$ cat src/rtl/fmac_issue_arbiter_if.sv
// ---------------------------------------------------------------------------
// fmac_issue_arbiter_if
// Bundles the requester-side handshake, the FMAC issue/return bus and the
// status outputs of fmac_issue_arbiter.
//   slave  : the arbiter itself
//   master : the surrounding environment (requesters + FMAC datapath)
// Signals:
//   Enable_SI, Flush_SI            grant permit / in-flight kill
//   Req_Valid_SI / Req_Ready_SO    per-requester handshake (one bit each)
//   Req_OpA/OpB/OpC_DI, Req_RM_DI  packed operands, requester i at slice i
//   Fmac_Valid_SO, Fmac_Op*_DO,
//   Fmac_RM_DO                     registered issue to the FMAC
//   Fmac_Valid_SI, Fmac_Result_DI  FMAC return
//   Resp_Valid_SO, Resp_Result_DO  one-hot routed response
//   Busy_SO, Err_SO                status
// ---------------------------------------------------------------------------
interface fmac_issue_arbiter_if #(
  parameter int unsigned C_NUM_REQ = 2,
  parameter int unsigned C_OP      = 32,
  parameter int unsigned C_RM      = 2
);
  logic                          Enable_SI;
  logic                          Flush_SI;
  logic [C_NUM_REQ-1:0]          Req_Valid_SI;
  logic [C_NUM_REQ-1:0]          Req_Ready_SO;
  logic [C_NUM_REQ*C_OP-1:0]     Req_OpA_DI;
  logic [C_NUM_REQ*C_OP-1:0]     Req_OpB_DI;
  logic [C_NUM_REQ*C_OP-1:0]     Req_OpC_DI;
  logic [C_NUM_REQ*C_RM-1:0]     Req_RM_DI;
  logic                          Fmac_Valid_SO;
  logic [C_OP-1:0]               Fmac_OpA_DO;
  logic [C_OP-1:0]               Fmac_OpB_DO;
  logic [C_OP-1:0]               Fmac_OpC_DO;
  logic [C_RM-1:0]               Fmac_RM_DO;
  logic                          Fmac_Valid_SI;
  logic [C_OP-1:0]               Fmac_Result_DI;
  logic [C_NUM_REQ-1:0]          Resp_Valid_SO;
  logic [C_OP-1:0]               Resp_Result_DO;
  logic                          Busy_SO;
  logic                          Err_SO;

  modport slave (
    input  Enable_SI, Flush_SI, Req_Valid_SI,
    input  Req_OpA_DI, Req_OpB_DI, Req_OpC_DI, Req_RM_DI,
    input  Fmac_Valid_SI, Fmac_Result_DI,
    output Req_Ready_SO,
    output Fmac_Valid_SO, Fmac_OpA_DO, Fmac_OpB_DO, Fmac_OpC_DO, Fmac_RM_DO,
    output Resp_Valid_SO, Resp_Result_DO, Busy_SO, Err_SO
  );

  modport master (
    output Enable_SI, Flush_SI, Req_Valid_SI,
    output Req_OpA_DI, Req_OpB_DI, Req_OpC_DI, Req_RM_DI,
    output Fmac_Valid_SI, Fmac_Result_DI,
    input  Req_Ready_SO,
    input  Fmac_Valid_SO, Fmac_OpA_DO, Fmac_OpB_DO, Fmac_OpC_DO, Fmac_RM_DO,
    input  Resp_Valid_SO, Resp_Result_DO, Busy_SO, Err_SO
  );
endinterface

$ cat src/rtl/fmac_issue_arbiter.sv
// ---------------------------------------------------------------------------
// fmac_issue_arbiter
// Shares one pipelined FMAC between C_NUM_REQ requesters. A round-robin
// grant picks one valid requester per cycle, its operands and rounding mode
// are registered onto the FMAC input, and a tag pipe carries the owner ID
// alongside the operation so the FMAC result can be routed back one-hot.
// Ports:
//   Clk_CI   clock
//   Rst_RBI  asynchronous active-low reset
//   bus      fmac_issue_arbiter_if.slave (handshake, FMAC bus, status)
// ---------------------------------------------------------------------------
module fmac_issue_arbiter #(
  parameter int unsigned C_NUM_REQ  = 2,
  parameter int unsigned C_REQ_IDX  = 1,
  parameter int unsigned C_OP       = 32,
  parameter int unsigned C_RM       = 2,
  parameter int unsigned C_FMAC_LAT = 3
) (
  input  logic                 Clk_CI,
  input  logic                 Rst_RBI,
  fmac_issue_arbiter_if.slave  bus
);

  // Stage 0 holds the op during its issue cycle (Fmac_Valid_SO high); the
  // following C_FMAC_LAT stages mirror the FMAC latency, so the last stage
  // lines up with Fmac_Valid_SI for that op.
  localparam int unsigned C_STG = C_FMAC_LAT + 1;

  typedef struct packed {
    logic                 live;
    logic                 killed;
    logic [C_REQ_IDX-1:0] id;
  } tag_t;

  tag_t                   tag_q [C_STG];
  tag_t                   tag_d [C_STG];
  tag_t                   last_tag;

  logic [C_REQ_IDX-1:0]   ptr_q, ptr_d;
  logic [C_OP-1:0]        opa_q, opa_d;
  logic [C_OP-1:0]        opb_q, opb_d;
  logic [C_OP-1:0]        opc_q, opc_d;
  logic [C_RM-1:0]        rm_q, rm_d;
  logic                   fv_q, fv_d;
  logic [C_NUM_REQ-1:0]   resp_vld_q, resp_vld_d;
  logic [C_OP-1:0]        resp_res_q, resp_res_d;
  logic                   err_q, err_d;

  logic                   gnt_vld;
  logic [C_REQ_IDX-1:0]   gnt_idx;
  logic [C_NUM_REQ-1:0]   ready;
  logic                   any_live;
  int unsigned            cand;

  // Round-robin search starting at the pointer, wrapping modulo C_NUM_REQ
  // (C_NUM_REQ need not be a power of two, so the wrap is explicit).
  always_comb begin
    gnt_vld = 1'b0;
    gnt_idx = '0;
    cand    = 0;
    if (bus.Enable_SI && !bus.Flush_SI) begin
      for (int unsigned k = 0; k < C_NUM_REQ; k++) begin
        cand = {{(32-C_REQ_IDX){1'b0}}, ptr_q} + k;
        if (cand >= C_NUM_REQ) cand = cand - C_NUM_REQ;
        if (!gnt_vld && bus.Req_Valid_SI[cand]) begin
          gnt_vld = 1'b1;
          gnt_idx = C_REQ_IDX'(cand);
        end
      end
    end
  end

  always_comb begin
    ready = '0;
    if (gnt_vld) ready[gnt_idx] = 1'b1;
  end

  assign last_tag = tag_q[C_STG-1];

  always_comb begin
    ptr_d      = ptr_q;
    opa_d      = opa_q;
    opb_d      = opb_q;
    opc_d      = opc_q;
    rm_d       = rm_q;
    fv_d       = gnt_vld;
    resp_vld_d = '0;
    resp_res_d = resp_res_q;

    if (gnt_vld) begin
      ptr_d = (32'(gnt_idx) == C_NUM_REQ - 1) ? '0 : gnt_idx + 1'b1;
      opa_d = bus.Req_OpA_DI[gnt_idx*C_OP +: C_OP];
      opb_d = bus.Req_OpB_DI[gnt_idx*C_OP +: C_OP];
      opc_d = bus.Req_OpC_DI[gnt_idx*C_OP +: C_OP];
      rm_d  = bus.Req_RM_DI[gnt_idx*C_RM +: C_RM];
    end

    // The FMAC cannot stall, so the tag pipe shifts every cycle.
    tag_d[0].live   = gnt_vld;
    tag_d[0].killed = 1'b0;
    tag_d[0].id     = gnt_idx;
    for (int unsigned s = 1; s < C_STG; s++) begin
      tag_d[s] = tag_q[s-1];
      if (bus.Flush_SI && tag_q[s-1].live) tag_d[s].killed = 1'b1;
    end

    // A flush also suppresses the response that would leave this cycle.
    if (last_tag.live && !last_tag.killed && !bus.Flush_SI) begin
      resp_vld_d[last_tag.id] = 1'b1;
      resp_res_d              = bus.Fmac_Result_DI;
    end

    // The FMAC must return exactly when the last stage holds an op,
    // killed or not.
    err_d = err_q | (bus.Fmac_Valid_SI != last_tag.live);
  end

  always_comb begin
    any_live = 1'b0;
    for (int unsigned s = 0; s < C_STG; s++) begin
      any_live = any_live | tag_q[s].live;
    end
  end

  always_ff @(posedge Clk_CI or negedge Rst_RBI) begin
    if (!Rst_RBI) begin
      ptr_q      <= '0;
      opa_q      <= '0;
      opb_q      <= '0;
      opc_q      <= '0;
      rm_q       <= '0;
      fv_q       <= 1'b0;
      resp_vld_q <= '0;
      resp_res_q <= '0;
      err_q      <= 1'b0;
      for (int unsigned s = 0; s < C_STG; s++) tag_q[s] <= '0;
    end else begin
      ptr_q      <= ptr_d;
      opa_q      <= opa_d;
      opb_q      <= opb_d;
      opc_q      <= opc_d;
      rm_q       <= rm_d;
      fv_q       <= fv_d;
      resp_vld_q <= resp_vld_d;
      resp_res_q <= resp_res_d;
      err_q      <= err_d;
      for (int unsigned s = 0; s < C_STG; s++) tag_q[s] <= tag_d[s];
    end
  end

  assign bus.Req_Ready_SO   = ready;
  assign bus.Fmac_Valid_SO  = fv_q;
  assign bus.Fmac_OpA_DO    = opa_q;
  assign bus.Fmac_OpB_DO    = opb_q;
  assign bus.Fmac_OpC_DO    = opc_q;
  assign bus.Fmac_RM_DO     = rm_q;
  assign bus.Resp_Valid_SO  = resp_vld_q;
  assign bus.Resp_Result_DO = resp_res_q;
  assign bus.Busy_SO        = fv_q | any_live;
  assign bus.Err_SO         = err_q;

endmodule

$ cat src/flat_wrapper.sv
// flat-port wrapper written by rule: the top's interface ports become plain ports
module fmac_issue_arbiter_flat 
#(
  parameter int unsigned C_NUM_REQ  = 2,
  parameter int unsigned C_REQ_IDX  = 1,
  parameter int unsigned C_OP       = 32,
  parameter int unsigned C_RM       = 2,
  parameter int unsigned C_FMAC_LAT = 3
)
  (Clk_CI, Rst_RBI, bus_Enable_SI, bus_Flush_SI, bus_Req_Valid_SI, bus_Req_OpA_DI, bus_Req_OpB_DI, bus_Req_OpC_DI, bus_Req_RM_DI, bus_Fmac_Valid_SI, bus_Fmac_Result_DI, bus_Req_Ready_SO, bus_Fmac_Valid_SO, bus_Fmac_OpA_DO, bus_Fmac_OpB_DO, bus_Fmac_OpC_DO, bus_Fmac_RM_DO, bus_Resp_Valid_SO, bus_Resp_Result_DO, bus_Busy_SO, bus_Err_SO);
  fmac_issue_arbiter_if #(.C_NUM_REQ(C_NUM_REQ), .C_OP(C_OP), .C_RM(C_RM)) bus_i ();
  input  logic Clk_CI;
  input  logic Rst_RBI;
  input wire logic [$bits(bus_i.Enable_SI)-1:0] bus_Enable_SI;
  input wire logic [$bits(bus_i.Flush_SI)-1:0] bus_Flush_SI;
  input wire logic [$bits(bus_i.Req_Valid_SI)-1:0] bus_Req_Valid_SI;
  input wire logic [$bits(bus_i.Req_OpA_DI)-1:0] bus_Req_OpA_DI;
  input wire logic [$bits(bus_i.Req_OpB_DI)-1:0] bus_Req_OpB_DI;
  input wire logic [$bits(bus_i.Req_OpC_DI)-1:0] bus_Req_OpC_DI;
  input wire logic [$bits(bus_i.Req_RM_DI)-1:0] bus_Req_RM_DI;
  input wire logic [$bits(bus_i.Fmac_Valid_SI)-1:0] bus_Fmac_Valid_SI;
  input wire logic [$bits(bus_i.Fmac_Result_DI)-1:0] bus_Fmac_Result_DI;
  output wire logic [$bits(bus_i.Req_Ready_SO)-1:0] bus_Req_Ready_SO;
  output wire logic [$bits(bus_i.Fmac_Valid_SO)-1:0] bus_Fmac_Valid_SO;
  output wire logic [$bits(bus_i.Fmac_OpA_DO)-1:0] bus_Fmac_OpA_DO;
  output wire logic [$bits(bus_i.Fmac_OpB_DO)-1:0] bus_Fmac_OpB_DO;
  output wire logic [$bits(bus_i.Fmac_OpC_DO)-1:0] bus_Fmac_OpC_DO;
  output wire logic [$bits(bus_i.Fmac_RM_DO)-1:0] bus_Fmac_RM_DO;
  output wire logic [$bits(bus_i.Resp_Valid_SO)-1:0] bus_Resp_Valid_SO;
  output wire logic [$bits(bus_i.Resp_Result_DO)-1:0] bus_Resp_Result_DO;
  output wire logic [$bits(bus_i.Busy_SO)-1:0] bus_Busy_SO;
  output wire logic [$bits(bus_i.Err_SO)-1:0] bus_Err_SO;
  assign bus_i.Enable_SI = bus_Enable_SI;
  assign bus_i.Flush_SI = bus_Flush_SI;
  assign bus_i.Req_Valid_SI = bus_Req_Valid_SI;
  assign bus_i.Req_OpA_DI = bus_Req_OpA_DI;
  assign bus_i.Req_OpB_DI = bus_Req_OpB_DI;
  assign bus_i.Req_OpC_DI = bus_Req_OpC_DI;
  assign bus_i.Req_RM_DI = bus_Req_RM_DI;
  assign bus_i.Fmac_Valid_SI = bus_Fmac_Valid_SI;
  assign bus_i.Fmac_Result_DI = bus_Fmac_Result_DI;
  assign bus_Req_Ready_SO = bus_i.Req_Ready_SO;
  assign bus_Fmac_Valid_SO = bus_i.Fmac_Valid_SO;
  assign bus_Fmac_OpA_DO = bus_i.Fmac_OpA_DO;
  assign bus_Fmac_OpB_DO = bus_i.Fmac_OpB_DO;
  assign bus_Fmac_OpC_DO = bus_i.Fmac_OpC_DO;
  assign bus_Fmac_RM_DO = bus_i.Fmac_RM_DO;
  assign bus_Resp_Valid_SO = bus_i.Resp_Valid_SO;
  assign bus_Resp_Result_DO = bus_i.Resp_Result_DO;
  assign bus_Busy_SO = bus_i.Busy_SO;
  assign bus_Err_SO = bus_i.Err_SO;
  fmac_issue_arbiter #(.C_NUM_REQ(C_NUM_REQ), .C_REQ_IDX(C_REQ_IDX), .C_OP(C_OP), .C_RM(C_RM), .C_FMAC_LAT(C_FMAC_LAT)) u_core (.Clk_CI(Clk_CI), .Rst_RBI(Rst_RBI), .bus(bus_i));
endmodule
$ cat config.mk
export PLATFORM = sky130hd
export DESIGN_NAME = fmac_issue_arbiter_flat
export DESIGN_NICKNAME = d
export VERILOG_FILES = /design/src/rtl/fmac_issue_arbiter_if.sv /design/src/rtl/fmac_issue_arbiter.sv /design/src/flat_wrapper.sv
export SDC_FILE = /design/constraint.sdc
export NUM_CORES = 1
export LEC_CHECK = 0
export ABC_AREA = 1
export CORE_AREA = 4 4 143 145
export DETAILED_ROUTE_END_ITERATION = 8
export DIE_AREA = 0 0 147 149
export PLACE_DENSITY = 0.72
export SYNTH_ARGS = -nofsm -noshare
export SYNTH_HDL_FRONTEND = slang
export SYNTH_SLANG_ARGS = --single-unit
export TNS_END_PERCENT = 1
$ cat constraint.sdc
create_clock -name Clk_CI -period 2.3 [get_ports Clk_CI]
set_input_delay 0.23 -clock Clk_CI [delete_from_list [all_inputs] [get_ports Clk_CI]]
set_output_delay 0.23 -clock Clk_CI [all_outputs]
set_load 0.01 [all_outputs]
Word level (Yosys, flattened, before mapping)
Cells that the tools add are included.
{ "word_totals": {"reg_bits": 145, "input_bits": 235, "output_inout_bits": 137, "wordCells": 78} }
{ "classes": {"add_sub_neg": 4, "magnitude_cmp": 8, "n_eq_ne": 1, "shift": 4, "mux": 25, "bitwise": 5, "reduce_logical": 12} }
{ "ops": {"columns": ["cell", "count"], "rows": [
  ["64-bit by 7-bit indexed part select with 32-bit output", 3],
  ["32-bit two-way mux", 4],
  ["32-bit by 2-bit < comparator with 1-bit output, second input constant", 2],
  ["32-bit by 2-bit >= comparator with 1-bit output, second input constant", 1],
  ["32-bit by 2-bit subtractor with 32-bit output, second input constant", 1],
  ["1-bit two-way mux", 17],
  ["1-bit logical AND", 9],
  ["1-bit bitwise OR", 5],
  ["1-bit by 2-bit < comparator with 1-bit output, second input constant", 2],
  ["2-bit two-way mux", 2],
  ["4-bit by 3-bit indexed part select with 2-bit output", 1],
  ["1-bit logical NOT", 3],
  ["1-bit by 2-bit subtractor with 3-bit output, second input constant", 1],
  ["1-bit by 1-bit adder with 2-bit output, second input constant", 1],
  ["1-bit demux with 1-bit select", 2],
  ["1-bit >= comparator, second input constant", 2],
  ["1-bit by 2-bit >= comparator with 1-bit output, second input constant", 1],
  ["1-bit adder, second input constant", 1],
  ["1-bit inequality test", 1]
]} }

Depth between registers and ports, before layout
{ "depth": {"word_depth": 16, "mapped_depth": 7, "depth_no_buf": 5} }

Least setup slack after synthesis
No wires, ideal clock.
{ "synth_path": {"path_type": "reg-to-output", "start": "register u_core.ptr_q", "end": "output bus_Req_Ready_SO[0]", "arrival_ps": 1130, "required_ps": 2070, "path_slack_ps": 940, "stages_incl_launch_ff": 7, "path_buffers": 1, "path_cell_list": "dfrtp_1 -> inv_1 -> nand2_2 -> nand2_1 -> buf_2 -> nor2_1 -> nor2_1"} }
{ "synth_via": {"elab_chain_cells": 16, "elab_cells_between_ends": 28, "cone_classes": "add/sub: 3; order compare: 4; mux: 18; reduce/logical: 3"} }
{ "synth_rtl": {"columns": ["element", "line", "text"], "rows": [
  ["start, declared", "fmac_issue_arbiter.sv:39", "logic [C_REQ_IDX-1:0] ptr_q, ptr_d;"],
  ["start signal, assigned", "fmac_issue_arbiter.sv:138", "ptr_q <= ptr_d;"],
  ["parallel branches: the longest is 9 deep, another holds 32-bit by 2-bit subtractor with 32-bit output", null, null],
  ["1-bit two-way mux *", "fmac_issue_arbiter.sv:65", "if (!gnt_vld && bus.Req_Valid_SI[cand]) begin"],
  ["1-bit two-way mux *", "fmac_issue_arbiter.sv:61", "if (bus.Enable_SI && !bus.Flush_SI) begin"],
  ["named net u_core.gnt_idx", "fmac_issue_arbiter.sv:50", "logic [C_REQ_IDX-1:0] gnt_idx;"],
  ["1-bit by 2-bit < comparator with 1-bit output (implied by the code) / 1-bit >= comparator (equally long branches)", "fmac_issue_arbiter.sv:75", "if (gnt_vld) ready[gnt_idx] = 1'b1;"],
  ["1-bit logical AND (implied by the code)", "fmac_issue_arbiter.sv:75", null],
  ["1-bit two-way mux (implied by the code)", "fmac_issue_arbiter.sv:75", null],
  ["1-bit demux with 1-bit select *", null, null],
  ["2-bit two-way mux *", "fmac_issue_arbiter.sv:75", null],
  ["end, declared", "flat_wrapper.sv:23", "output wire logic [$bits(bus_i.Req_Ready_SO)-1:0] bus_Req_Ready_SO;"]
]} }
Mark *: on every way through the listed nets, which the timed path passes. The select of a mux whose other input is x is not followed.

Final worst setup path
Ends and elaborated chain as after synthesis.

==> results.sh <==
export IMPL_clock_fmax_mhz=501
export IMPL_grt_max_degree=100
export IMPL_worstMarginPinSlew_ns=1.20
export IMPL_holdWs_ns=0.171
export IMPL_power_leakage_nw=4.77
export IMPL_design_area_mm2=0.0110
export IMPL_ff_latch_area_mm2=0.00363
export IMPL_hold_path_class="primary input to flip-flop"
export IMPL_drt_first_pass_iters=5
export IMPL_cts_tree="yes"
export IMPL_min_period_over_period=0.868
export IMPL_wl_per_cell_um=19.3
export IMPL_setup_viol=0
export IMPL_dp_hpwl_um=17300
export IMPL_r2r_end="u_core.bus.Fmac_OpA_DO[14]"
export IMPL_post_dp_cell_area_mm2=0.0104
export IMPL_grt_pass1_vias=6898
export IMPL_clk_latency_ns=0.42
export IMPL_gp_congestion=0.828
export IMPL_synth_nets=969
export IMPL_gr_usage_all_layers=0.228
export IMPL_drc=0
export IMPL_yosysWarnings=0
export IMPL_cts_max_path_buffers=2
export IMPL_yosysUniqueCellTypes=17
export IMPL_cts_made_buffers=17
export IMPL_start_util=0.336
export IMPL_drt_total_wl_um=25900
export IMPL_io_buffers=371
export IMPL_max_vdd_ir_drop_mv=0.458
export IMPL_first_iter_violations=449
export IMPL_gr_usage_met3=0.0699
export IMPL_dieArea_mm2=0.0219
export IMPL_synth_seq_cells=145
export IMPL_r2r_slack_ns=0.92
export IMPL_die_x_um=147
export IMPL_path_class="flip-flop to output pin"
export IMPL_htreeDepth=4
export IMPL_grtUsageMet2=0.375
export IMPL_final_cell_mix="369 x clkdlybuf4s50_1, 229 x nand3_1, 164 x nand2_1, 145 x dfrtp_1, 98 x nand4_1"
export IMPL_min_path_cells=3
export IMPL_die_y_um=149
export IMPL_core_mm2=0.0192
export IMPL_worstPathArrival_ns=1.77
export IMPL_mostFrequentLayoutCell="clkdlybuf4s50_1"
export IMPL_start_kind="flip-flop"
export IMPL_syn_instance_count=734
export IMPL_ios=372
export IMPL_slew_headroom=0.201
export IMPL_cp_max_fo=4
export IMPL_power_density_mw_per_mm2=768
export IMPL_period_minus_slack_ns=2.00
export IMPL_hold_path_startpoint="bus_Req_Valid_SI[1]"
export IMPL_maxSlewViolCount=0
export IMPL_rsz0062_at_grt="no"
export IMPL_vias_per_cell=5.19
export IMPL_busiest_layer="met2"
export IMPL_fin_skew_ns=0.0100
export IMPL_multi_input_area_mm2=0.00250
export IMPL_final_setup_tns_ns=0
export IMPL_ant_nets=0
export IMPL_root_buffer="clkbuf_16"
export IMPL_grt_pass1_wl_um=39200
export IMPL_antenna_found_initial=0
export IMPL_hold_path_end="u_core.tag_d[6]"
export IMPL_avgSynthCellArea_um2=8.80
export IMPL_crit_required_ns=2.07
export IMPL_num_nets_final=1304
export IMPL_cts_repair_resized=0
export IMPL_grtUsageMet1=0.284
export IMPL_netlist_area_mm2=0.00646
export IMPL_grt_ovfl_total=0
export IMPL_r2r_cells=6
export IMPL_status="completed"
export IMPL_drive_above_1_share=0.0527
export IMPL_area_delta_synth_final_pct=70.6
export IMPL_seq_area_frac_synth=0.562
export IMPL_clock_sinks=145
export IMPL_fill_cells=1699
export IMPL_num_vias=6987
export IMPL_clkSlewWorstSetupHoldPaths_ns=0.07
export IMPL_regToRegStartpoint="u_core.ptr_q"
export IMPL_num_antenna_cells=0
export IMPL_rows=51
export IMPL_hold_viol_final=0
export IMPL_crit_path_end_kind="output pin"
export IMPL_maxCapViolCount=0
==> repair_timing <==
item | CTS | global route
buffers inserted | 0 | 0
hold endpoints to repair | 41 | 0
hold buffers | 1 | 0
==> kinds of logic after synthesis <==
kind of cell           after synthesis  share of synthesized area
DFF                                145                      0.562
buffers and inverters               79                     0.0535
AOI/OAI and AO/OA                    5                    0.00465
and+or+nand+nor                    505                      0.380
==> area by class of cell <==
| cell class | count | area share |
|---|---|---|
| clock buffers | 17 | 0.0386 |
| clock inverters | 15 | 0.0136 |
| inverters | 9 | 0.00307 |
| multi-input cells | 510 | 0.227 |
| flip-flops and latches | 145 | 0.330 |
| well taps | 265 | 0.0301 |
| repair buffers | 386 | 0.358 |
==> where the power goes <==
group | leakage (nW) | switching (mW) | internal (mW)
Sequential | 1.79 | 0.255 | 3.00
Clock | 0.280 | 1.19 | 1.53
Combinational | 2.70 | 1.10 | 1.38
==> worst max-delay path, cell delays in order (launching register included) <==
cell             delay [ns]
dfrtp_1                0.36
inv_1                  0.11
nand2_4                0.08
nand2_4                0.09
nor2_1                 0.07
nor2_1                 0.10
clkdlybuf4s50_1        0.55
==> cells in the mapped netlist <==
library cell,instances,area share
nand3_1,229,0.18
nand2_1,165,0.096
dfrtp_1,145,0.56
nand4_1,98,0.095
clkbuf_1,33,0.019
buf_2,30,0.023
inv_1,8,0.0047
nor2_1,7,0.0041
buf_1,4,0.0023
buf_4,3,0.0035
nand2_2,3,0.0029
a21oi_1,2,0.0016
nor2_4,2,0.0035
o21bai_1,2,0.0023
inv_2,1,0.00058
nor2_2,1,0.00097
o21ai_0,1,0.00077
==> sequential cells by signal, indices dropped and copies added, names as in the netlist <==
register	count
u_core.bus.Err_SO	1
u_core.bus.Fmac_OpA_DO	32
u_core.bus.Fmac_OpB_DO	32
u_core.bus.Fmac_OpC_DO	32
u_core.bus.Fmac_RM_DO	2
u_core.bus.Resp_Result_DO	32
u_core.bus.Resp_Valid_SO	2
u_core.last_tag	3
u_core.ptr_q	1
u_core.tag_d	6
u_core.tag_q	2
==> metal layers <==
| layer | share of wire | up-vias |
|---|---|---|
| li1 | - | 3260 |
| met1 | 0.40 | 3371 |
| met2 | 0.49 | 312 |
| met3 | 0.085 | 44 |
| met4 | 0.030 | 0 |
| met5 | 0 | - |
==> stage by stage <==
stage	worst slack, ns	util	power, mW	cells
after floorplan	0.940	-	4.13	734
after global placement	0.338	0.543	5.76	1314
after detailed placement	0.324	0.543	5.79	1314
after CTS	0.264	0.573	8.54	1347
after global routing	0.230	0.573	8.86	1347
final	0.304	0.573	8.46	1347
==> how the worst max path moves through the flow <==
| stage | startpoint | to | slack [ns] | cells past startpoint |
|---|---|---|---|---|
| finish | u_core.ptr_q | bus_Req_Ready_SO[0] | 0.30 | 6 |
| global route | u_core.ptr_q | bus_Req_Ready_SO[0] | 0.23 | 6 |
| CTS | u_core.ptr_q | bus_Req_Ready_SO[0] | 0.26 | 6 |
| detailed placement | bus_Enable_SI | bus_Req_Ready_SO[0] | 0.32 | 6 |
| global placement | bus_Enable_SI | bus_Req_Ready_SO[0] | 0.34 | 6 |
| floorplan | u_core.ptr_q | bus_Req_Ready_SO[0] | 0.94 | 6 |
(Power assumes the default switching activity.)
